--- src/rtl/leg_branch_pkg.sv ---
// Shared types and opcode field positions for the LEG branch sequencer.
package leg_branch_pkg;

  typedef enum logic [3:0] {
    EQ = 4'd0,
    NE = 4'd1,
    LT = 4'd2,
    LE = 4'd3,
    GT = 4'd4,
    GE = 4'd5
  } cond_e;

  typedef enum logic [1:0] {
    RUN,
    EVAL,
    FLUSH
  } state_e;

  localparam int OP_BRANCH_BIT = 5;
  localparam int OP_SIGNED_BIT = 4;

endpackage

--- src/rtl/leg_cond_eval.sv ---
// Branch condition evaluator: one equality and one less-than compare, all other
// relations derived from those two.
module leg_cond_eval
  import leg_branch_pkg::*;
(
  input  logic [7:0] a,
  input  logic [7:0] b,
  input  logic       signed_sel,
  input  logic [3:0] code,
  output logic       cond,
  output logic       illegal_code
);

  logic eq;
  logic lt;

  assign eq = (a == b);
  assign lt = signed_sel ? ($signed(a) < $signed(b)) : (a < b);

  always_comb begin
    cond         = 1'b0;
    illegal_code = 1'b0;
    case (code)
      EQ:      cond = eq;
      NE:      cond = ~eq;
      LT:      cond = lt;
      LE:      cond = lt | eq;
      GT:      cond = ~(lt | eq);
      GE:      cond = ~lt;
      default: illegal_code = 1'b1;
    endcase
  end

endmodule

--- src/rtl/leg_branch_sequencer.sv ---
// Program-counter sequencer: sequential instructions advance pc in one cycle,
// conditional branches spend one EVAL cycle and, when taken, one FLUSH cycle.
module leg_branch_sequencer
  import leg_branch_pkg::*;
#(
  parameter int                  PC_WIDTH = 8,
  parameter int                  PC_STEP  = 4,
  parameter logic [PC_WIDTH-1:0] RESET_PC = '0
) (
  input  logic                clk,
  input  logic                rst,
  input  logic                instr_valid,
  output logic                instr_ready,
  input  logic [7:0]          opcode,
  input  logic [7:0]          arg1,
  input  logic [7:0]          arg2,
  input  logic [PC_WIDTH-1:0] target,
  output logic [PC_WIDTH-1:0] pc,
  output logic                flush,
  output logic                taken,
  output logic                illegal,
  output logic [7:0]          taken_count
);

  state_e              state_reg, state_next;
  logic [PC_WIDTH-1:0] pc_reg, pc_next, pc_step;
  logic                flush_reg, flush_next;
  logic                illegal_reg, illegal_next;
  logic [7:0]          count_reg, count_next;
  logic                latch_en;

  logic [7:0]          a_reg, b_reg;
  logic                signed_reg;
  logic [3:0]          code_reg;
  logic [PC_WIDTH-1:0] target_reg;

  logic                cond;
  logic                illegal_code;
  logic                accept;
  logic                unused_opcode_bits;

  assign unused_opcode_bits = ^opcode[7:6];

  leg_cond_eval u_cond_eval (
    .a            (a_reg),
    .b            (b_reg),
    .signed_sel   (signed_reg),
    .code         (code_reg),
    .cond         (cond),
    .illegal_code (illegal_code)
  );

  assign instr_ready = (state_reg == RUN);
  assign accept      = instr_valid & instr_ready;
  assign pc_step     = pc_reg + PC_WIDTH'(PC_STEP);

  always_comb begin
    state_next   = state_reg;
    pc_next      = pc_reg;
    flush_next   = 1'b0;
    illegal_next = illegal_reg;
    count_next   = count_reg;
    latch_en     = 1'b0;
    case (state_reg)
      RUN: begin
        if (accept) begin
          if (opcode[OP_BRANCH_BIT]) begin
            latch_en   = 1'b1;
            state_next = EVAL;
          end else begin
            pc_next = pc_step;
          end
        end
      end
      EVAL: begin
        // Reserved codes never report cond, so they fall through as not-taken.
        if (cond) begin
          pc_next    = target_reg;
          flush_next = 1'b1;
          state_next = FLUSH;
          if (count_reg != 8'hFF) count_next = count_reg + 8'd1;
        end else begin
          pc_next    = pc_step;
          state_next = RUN;
        end
        if (illegal_code) illegal_next = 1'b1;
      end
      FLUSH:   state_next = RUN;
      default: state_next = RUN;
    endcase
  end

  always_ff @(posedge clk or posedge rst) begin
    if (rst) begin
      state_reg   <= RUN;
      pc_reg      <= RESET_PC;
      flush_reg   <= 1'b0;
      illegal_reg <= 1'b0;
      count_reg   <= 8'd0;
      a_reg       <= 8'd0;
      b_reg       <= 8'd0;
      signed_reg  <= 1'b0;
      code_reg    <= 4'd0;
      target_reg  <= '0;
    end else begin
      state_reg   <= state_next;
      pc_reg      <= pc_next;
      flush_reg   <= flush_next;
      illegal_reg <= illegal_next;
      count_reg   <= count_next;
      if (latch_en) begin
        a_reg      <= arg1;
        b_reg      <= arg2;
        signed_reg <= opcode[OP_SIGNED_BIT];
        code_reg   <= opcode[3:0];
        target_reg <= target;
      end
    end
  end

  // flush and taken are the same event seen by two consumers.
  assign pc          = pc_reg;
  assign flush       = flush_reg;
  assign taken       = flush_reg;
  assign illegal     = illegal_reg;
  assign taken_count = count_reg;

endmodule

--- config.mk ---
export PLATFORM = sky130hd
export DESIGN_NAME = leg_branch_sequencer
export DESIGN_NICKNAME = d
export VERILOG_FILES = /design/src/rtl/leg_branch_pkg.sv /design/src/rtl/leg_cond_eval.sv /design/src/rtl/leg_branch_sequencer.sv
export SDC_FILE = /design/constraint.sdc
export NUM_CORES = 1
export LEC_CHECK = 0
export BUFFER_PORTS_ARGS = -buffer_cell sky130_fd_sc_hd__buf_2
export CAP_MARGIN = 0
export CORE_MARGIN = 2
export CORE_UTILIZATION = 50
export CTS_CLUSTER_SIZE = 24
export DETAILED_ROUTE_END_ITERATION = 6
export PLACE_DENSITY = 0.75
export SLEW_MARGIN = 30
export SYNTH_ARGS = -nofsm -noshare
export SYNTH_HDL_FRONTEND = slang
export SYNTH_HIERARCHICAL = 1
export SYNTH_SLANG_ARGS = --single-unit
--- constraint.sdc ---
create_clock -name clk -period 4.65 [get_ports clk]
set_clock_uncertainty 0.2 [all_clocks]
set_input_delay 0.465 -clock clk [delete_from_list [all_inputs] [get_ports clk]]
set_output_delay 0.465 -clock clk [all_outputs]
set_load 0.01 [all_outputs]
==> results.md, run 1 <==
* Outcome: finished, final reports clean
* Share of layout cells above drive strength 1 at 0.393
* Setup TNS at 0 ns
* Fin nets at 296
* Die height at 71.9 um
* CP delay by family, top: compound AO/OA/AOI/OAI gates
* Synth Warn # at 6
* Crit path to: taken_count[7]
* Final GP Congestion at 0.736
* CTS tree: done
* Critical Path AT at 3.31 ns
* Worst setup SP type: flip-flop
* CP Capture Type: flip-flop
* Clk network pwr share at 0.218
* CTS-repair resized insts at 0
* Static leakage at 1.31 nW
* Worst hold path type: in2async
* Critical-path top delay cell: a2111oi_1
* Number of flops mapped to enable cells by yosys at 0
* WP data required at 4.63 ns
* Via count at 1616
* Async SR Flop Fraction at 1.00
* Worst setup margin at 1.32 ns
* Average wire per standard cell at 13.1 um
* N_diodes at 0
* Stages on worst setup path at 12
* Initial Util at 0.526
* Initial antenna violation count at 0
* Mux contribution to synthesized area at 0.161
* Net Switching at 0.394 mW
* Unrepaired setup endpoints after global routing: no
* Filler cells at 383
* Peak VDD IR at 262 uV
* Sink count of the clock tree at 49
* Core Box Area at 0.00438 mm^2
* Final wirelength at 3990 um
* Worst Path Max Fanout at 15
* Core Util, Final at 0.618
* Htree depth at 2
* Number of port buffers at 52
* Synth area leader: dfrtp_1
* Vias/cell at 5.32
* Critical path launch point: b_reg[7]
* Yosys top cell area share at 0.532
* Slew headroom at 0.609
* Fmax at 0.301 GHz
* Max incr delay on CP at 0.42 ns
* Vias in the first global route at 1533
* RR Startpoint: b_reg[7]
* Syn_area_per_cell at 11.8 um^2
* Flop pwr share at 0.493
* Pre-CTS setup slack at 1.33 ns
* Post-Synth Simple-Gate Area at 0.125
* Synth Area in Adders at 0.0543
* Syn Inst Count at 196
* Logic pwr share at 0.289
* Worst Max-Slew Pin Slew at 0.587 ns
* 1st-iter DRT viols at 119
* Overflow after GRT at 0
* Synth top area cells: dfrtp_1 (53%), mux2_2 (15%), ha_1 (5.4%)
* Power Density at 459 mW/mm^2
* IO Pins at 55
* Post-route insts no fill at 304
* Critical path cell sequence: inv_1 -> ha_1 -> mux2_2 -> a2111oi_1 -> o21ai_0 -> a31oi_1 -> nand3b_1 -> buf_4 -> inv_2 -> and3_1 -> nand3_1 -> mux2_1
* Final HPWL DP at 2890 um
* CTS max path bufs at 2
* Die X at 71.9 um
* Worst Path Buf+Inv at 3
* Post-CTS Hold Buffers at 0
* Worst R2R End: taken_count[7]
* Synthesized Nets at 241
* Final ANT Viol Nets at 0
* Global-route wire length before repair at 6860 um
* Pin count of the biggest net entering global routing at 50
* Pint at 0.850 mW
* R2R cell count at 12
* Post-Syn Area at 0.00231 mm^2
* Post-synthesis xor/xnor area fraction at 0.0228
* Switching power share of the total at 0.317
* Final cycle utilization of the critical path at 0.716
* Clock transition at path regs at 0.09 ns
* Std cell rows at 24
* Reg2reg setup slack at 1.32 ns
* Setup Buffers After CTS at 0
* Setup CP Type: reg2reg
* Area delta synth->final at 17.5%
* Synth top cells by count: dfrtp_1 (49), mux2_2 (30), inv_1 (13), nand2_1 (13), nand3_1 (12)
* Die area at 0.00517 mm^2
* Synth Area in Compound Gates at 0.0657
* Final setup violating endpoints at 0
* Placed Instances at 296
* Clk Latency, worst-skew pair at 0.29 ns
* Clock root buffer: clkbuf_8
* Largest family of logic cells by synthesized area: multiplexers
* Total of flip-flops plus latches after synthesis at 49
* Top FF cell, synth: dfrtp_1
* Initial DRT Pass Iterations at 4
* Yosys cell types at 41
* Clock period minus worst slack at 3.33 ns
* CTS Buf Count at 5
* Most common cell in the synthesized netlist: dfrtp_1
* Final Hold Violating Endpoints at 0
* Sequential area share after synthesis at 0.532
* GRT Util Overall at 0.170
* Post-route DRC violation count at 0
* Slew Limit Fails at 0
* Max Cap Viol at 0
## cells by family after synthesis
logic type	after synthesis
DFF	49
and+or+nand+nor	54
adders and majority gates	10
AOI/OAI and AO/OA	24
buffers and inverters	20
muxes	33
xor gates and xnor gates	6
## per-layer routing
layer | global-route usage | wire, um | up-vias | share of wire
met3 | 0.0500 | 258 | 2 | 0.065
met1 | 0.222 | 1780 | 772 | 0.45
met2 | 0.272 | 1930 | 42 | 0.48
li1 | - | - | 800 | -
met4 | 0.0587 | 29 | 0 | 0.0073
met5 | 0 | 0 | - | 0
## power groups by stage
stage               combinational [mW]  clock, mW  sequential [mW]
floorplan                        0.239          0            0.626
global placement                 0.353          0            0.619
detailed placement               0.362          0            0.624
CTS                              0.364      0.276            0.615
global route                     0.410      0.295            0.632
finish                           0.359      0.271            0.613
## how the worst min path moves through the flow
stage	from	endpoint	slack (ns)
2_1_floorplan	target_reg[0]	pc[0]	0.23
3_3_place_gp	target_reg[0]	pc[0]	0.25
3_5_place_dp	pc[0]	pc[0]	0.26
4_1_cts	rst	b_reg[3]	0.06
5_1_grt	rst	a_reg[3]	0.08
6_report	rst	target_reg[0]	0.03
## cell type report
type	instances	area (um^2)	area share
Clock buffer	7	96.3	0.0355
Clock inverter	1	5.00	0.00185
Inverter	14	55.1	0.0203
Multi-Input combinational cell	127	987	0.364
Sequential cell	49	1230	0.452
Tap cell	52	65.1	0.0240
Timing Repair Buffer	54	275	0.102
## through the flow
step / cell area [um^2] / total power [mW] / hold WS, ns
floorplan: 2310 / 0.865 / 0.235
global placement: 2610 / 0.972 / 0.249
detailed placement: 2610 / 0.986 / 0.258
CTS: 2710 / 1.26 / 0.0638
global route: 2710 / 1.34 / 0.0805
finish: 2710 / 1.24 / 0.0310
## cells in the final DEF, fill, tap and decap left out, types with 3 or more instances in the layout
master | synthesis | routed
o21ai_0 | 7 | 7
xnor2_1 | 4 | 4
mux2_2 | 30 | 30
clkbuf_8 | 0 | 7
nand2_1 | 13 | 13
nor3_1 | 3 | 3
nor2_1 | 5 | 5
ha_1 | 10 | 10
and3_1 | 4 | 4
buf_2 | 2 | 52
nand3_1 | 12 | 12
inv_1 | 13 | 12
a21oi_1 | 6 | 6
dfrtp_1 | 49 | 49
No activity file was read; power rests on OpenSTA's default activity.
==> inputs of run 2 (changes only) <==
--- a/config.mk
+++ b/config.mk
@@ -8,10 +8,10 @@
 export BUFFER_PORTS_ARGS = -buffer_cell sky130_fd_sc_hd__buf_2
 export CAP_MARGIN = 0
 export CORE_MARGIN = 2
-export CORE_UTILIZATION = 50
+export CORE_UTILIZATION = 48
 export CTS_CLUSTER_SIZE = 24
 export DETAILED_ROUTE_END_ITERATION = 6
-export PLACE_DENSITY = 0.75
+export PLACE_DENSITY = 0.76
 export SLEW_MARGIN = 30
 export SYNTH_ARGS = -nofsm -noshare
 export SYNTH_HDL_FRONTEND = slang
==> constraint.sdc (replaced) <==
create_clock -name clk -period 2.8 [get_ports clk]
set_clock_uncertainty 0.2 [all_clocks]
set_input_delay 0.28 -clock clk [delete_from_list [all_inputs] [get_ports clk]]
set_output_delay 0.28 -clock clk [all_outputs]
set_load 0.01 [all_outputs]
==> run 2 against run 1 <==
Compared with the run above: the flow now finishes with violations (setup timing); via count grew 8.3%; setup slack worse by 1.4 ns; utilization is 4.4 points higher; first-iteration DRC count increased by 9.2%; combinational power grew 140%; sequential cell count did not move; critical path depth is 1 lower; total power up 85%; final cell count grew 8.6%; non-clock buffer count increased by 24; critical endpoint unchanged; largest power group unchanged.
==> results.md, run 2 (synthesis gave the netlist of run 1 again) <==
* Clk Latency, worst-skew pair at 0.31 ns (was 0.29 ns)
* Most frequent cells in the layout: buf_2 (52), dfrtp_1 (49), mux2_2 (29), dlygate4sd3_1 (13) (was buf_2 (52), dfrtp_1 (49), mux2_2 (30), nand2_1 (13))
* Core Box Area at 0.00469 mm^2 (was 0.00438 mm^2)
* CTS tree: done (unchanged)
* Outcome: finished with violations (was finished, final reports clean)
* Post-route insts no fill at 330 (was 304)
* Placed cell areas at 0.00266 mm^2 (was 0.00261 mm^2)
* Initial Util at 0.491 (was 0.526)
* Share of layout cells above drive strength 1 at 0.471 (was 0.393)
* Final instance area at 0.00311 mm^2 (was 0.00271 mm^2)
* Worst Max-Slew Pin Slew at 0.608 ns (was 0.587 ns)
* IO Pins at 55 (unchanged)
* Slew headroom at 0.592 (was 0.609)
* Static leakage at 1.44 nW (was 1.31 nW)
* Most common cell after layout, fill and taps aside: buf_2 (unchanged)
* Final GP Congestion at 0.738 (was 0.736)
* WP data required at 2.80 ns (was 4.63 ns)
* Worst hold path type: in2reg (was in2async)
* Placed Instances at 305 (was 296)
* Vias/cell at 5.30 (was 5.32)
* Max Cap Viol at 0 (unchanged)
* Worst R2R End: taken_count[7] (unchanged)
* Die X at 73.3 um (was 71.9 um)
* Reg2reg setup slack at -0.09 ns (was 1.32 ns)
* CP Capture Type: flip-flop (unchanged)
* Final cycle utilization of the critical path at 1.03 (was 0.716)
* Peak VDD IR at 389 uV (was 262 uV)
* CTS Buf Count at 5 (unchanged)
* Global-route wire length before repair at 7710 um (was 6860 um)
* Critical Path AT at 2.89 ns (was 3.31 ns)
* Slew Limit Fails at 0 (unchanged)
* Final wirelength at 4920 um (was 3990 um)
* Std cell rows at 25 (was 24)
* Fmax at 0.347 GHz (was 0.301 GHz)
* Sink count of the clock tree at 49 (unchanged)
* Pin count of the biggest net entering global routing at 29 (was 50)
* Power Density at 740 mW/mm^2 (was 459 mW/mm^2)
* Vias in the first global route at 1689 (was 1533)
* Overflow after GRT at 0 (unchanged)
* Number of port buffers at 52 (unchanged)
* Final setup violating endpoints at 6 (was 0)
* Post-route DRC violation count at 0 (unchanged)
* Fin nets at 320 (was 296)
* Core Util, Final at 0.662 (was 0.618)
* R2R cell count at 11 (was 12)
* Initial DRT Pass Iterations at 4 (unchanged)
* GRT Util Overall at 0.189 (was 0.170)
* Clock transition at path regs at 0.10 ns (was 0.09 ns)
* Die area at 0.00537 mm^2 (was 0.00517 mm^2)
* Worst setup SP type: flip-flop (unchanged)
* Clock period minus worst slack at 2.89 ns (was 3.33 ns)
* CTS max path bufs at 2 (unchanged)
* Die height at 73.3 um (was 71.9 um)
* Worst setup margin at -0.0857 ns (was 1.32 ns)
* Final ANT Viol Nets at 0 (unchanged)
* Worst Hold Path Cells at 2
* HP Start: arg1[7]
* Final HPWL DP at 3160 um (was 2890 um)
* Via count at 1750 (was 1616)
* Worst Path Max Fanout at 3 (was 15)
* WHS Endpoint: a_reg[7]
* Final Hold Violating Endpoints at 0 (unchanged)
* Average wire per standard cell at 14.9 um (was 13.1 um)
* Clock root buffer: clkbuf_8 (unchanged)
* Failing checks: setup timing
* Unrepaired setup endpoints after global routing: yes (was no)
* 1st-iter DRT viols at 130 (was 119)
* Area delta synth->final at 34.7% (was 17.5%)
* RR Startpoint: a_reg[2] (was b_reg[7])
* N_diodes at 0 (unchanged)
* Setup CP Type: reg2reg (unchanged)
* Initial antenna violation count at 0 (unchanged)
* Htree depth at 2 (unchanged)
==> run 2: changes by cell type in the layout (fill, tap and decap cells not counted), moves of 2 or more <==
cell	before	now
mux2_4	0	2
ha_4	0	6
o21ai_0	7	5
inv_2	1	3
nand3_2	0	2
buf_4	2	12
nand3_1	12	9
clkbuf_8	7	5
dlygate4sd3_1	0	13
ha_1	10	4
==> run 2: through the flow <==
step                hold slack, ns  power (mW)  setup WS [ns]  setup TNS [ns]
floorplan                    0.215        1.44         0.0241               0
global placement             0.114        1.62        -0.0811          -0.228
detailed placement           0.119        1.66         -0.199           -1.17
CTS                       0.000120        2.18        0.00610               0
global route              -0.00313        2.46         -0.119          -0.684
finish                     0.00385        2.30        -0.0857          -0.287
==> run 2: report_power, final <==
part | switching [mW] | internal [mW] | total [mW]
clock network | 0.239 | 0.174 | 0.412
logic | 0.403 | 0.445 | 0.849
registers | 0.157 | 0.881 | 1.04
==> run 2: worst max-delay path by stage <==
stage / end / slack, ns / cells past startpoint / from
4_1_cts: taken_count[1] / 0.006 / 11 / a_reg[5]
3_3_place_gp: taken_count[7] / -0.08 / 10 / a_reg[7]
5_1_grt: taken_count[7] / -0.12 / 12 / a_reg[0]
3_5_place_dp: taken_count[7] / -0.20 / 11 / a_reg[4]
2_1_floorplan: taken_count[7] / 0.02 / 10 / a_reg[7]
6_report: taken_count[7] / -0.09 / 11 / a_reg[2]
==> run 2: worst max-delay path, stage by stage, from the launching register on <==
cell and delay [ns]:
dfrtp_1 0.42, ha_4 0.29, nand3_2 0.13, or4_1 0.49
a32oi_1 0.27, or2_4 0.17, a31oi_1 0.07, nand3b_1 0.12
inv_2 0.06, and3_4 0.18, nand3_2 0.08, mux2_4 0.30
==> run 2: area by class of cell <==
| cell class | instances | area [um^2] |
|---|---|---|
| Clock inverter | 2 | 10.0 |
| Multi-Input combinational cell | 127 | 1180 |
| Tap cell | 54 | 67.6 |
| Inverter | 14 | 52.6 |
| Fill cell | 370 | 1590 |
| Sequential cell | 49 | 1230 |
| Timing Repair Buffer | 78 | 492 |
| Clock buffer | 6 | 72.6 |
==> run 2: metal layers <==
metal / up-vias / part of all wire / track usage
met5: - / 0 / 0
met4: 0 / 0.035 / 0.0727
met3: 15 / 0.037 / 0.0494
met2: 43 / 0.49 / 0.302
met1: 841 / 0.43 / 0.248
li1: 851 / - / -
==> run 2: what timing repair did <==
action	CTS	global route
buffers inserted	1	3
gates cloned	0	0
pin swaps	4	7
setup endpoints to repair	13	14
resized for setup	15	18
endpoints found under the hold margin	32	1
hold buffers	12	1
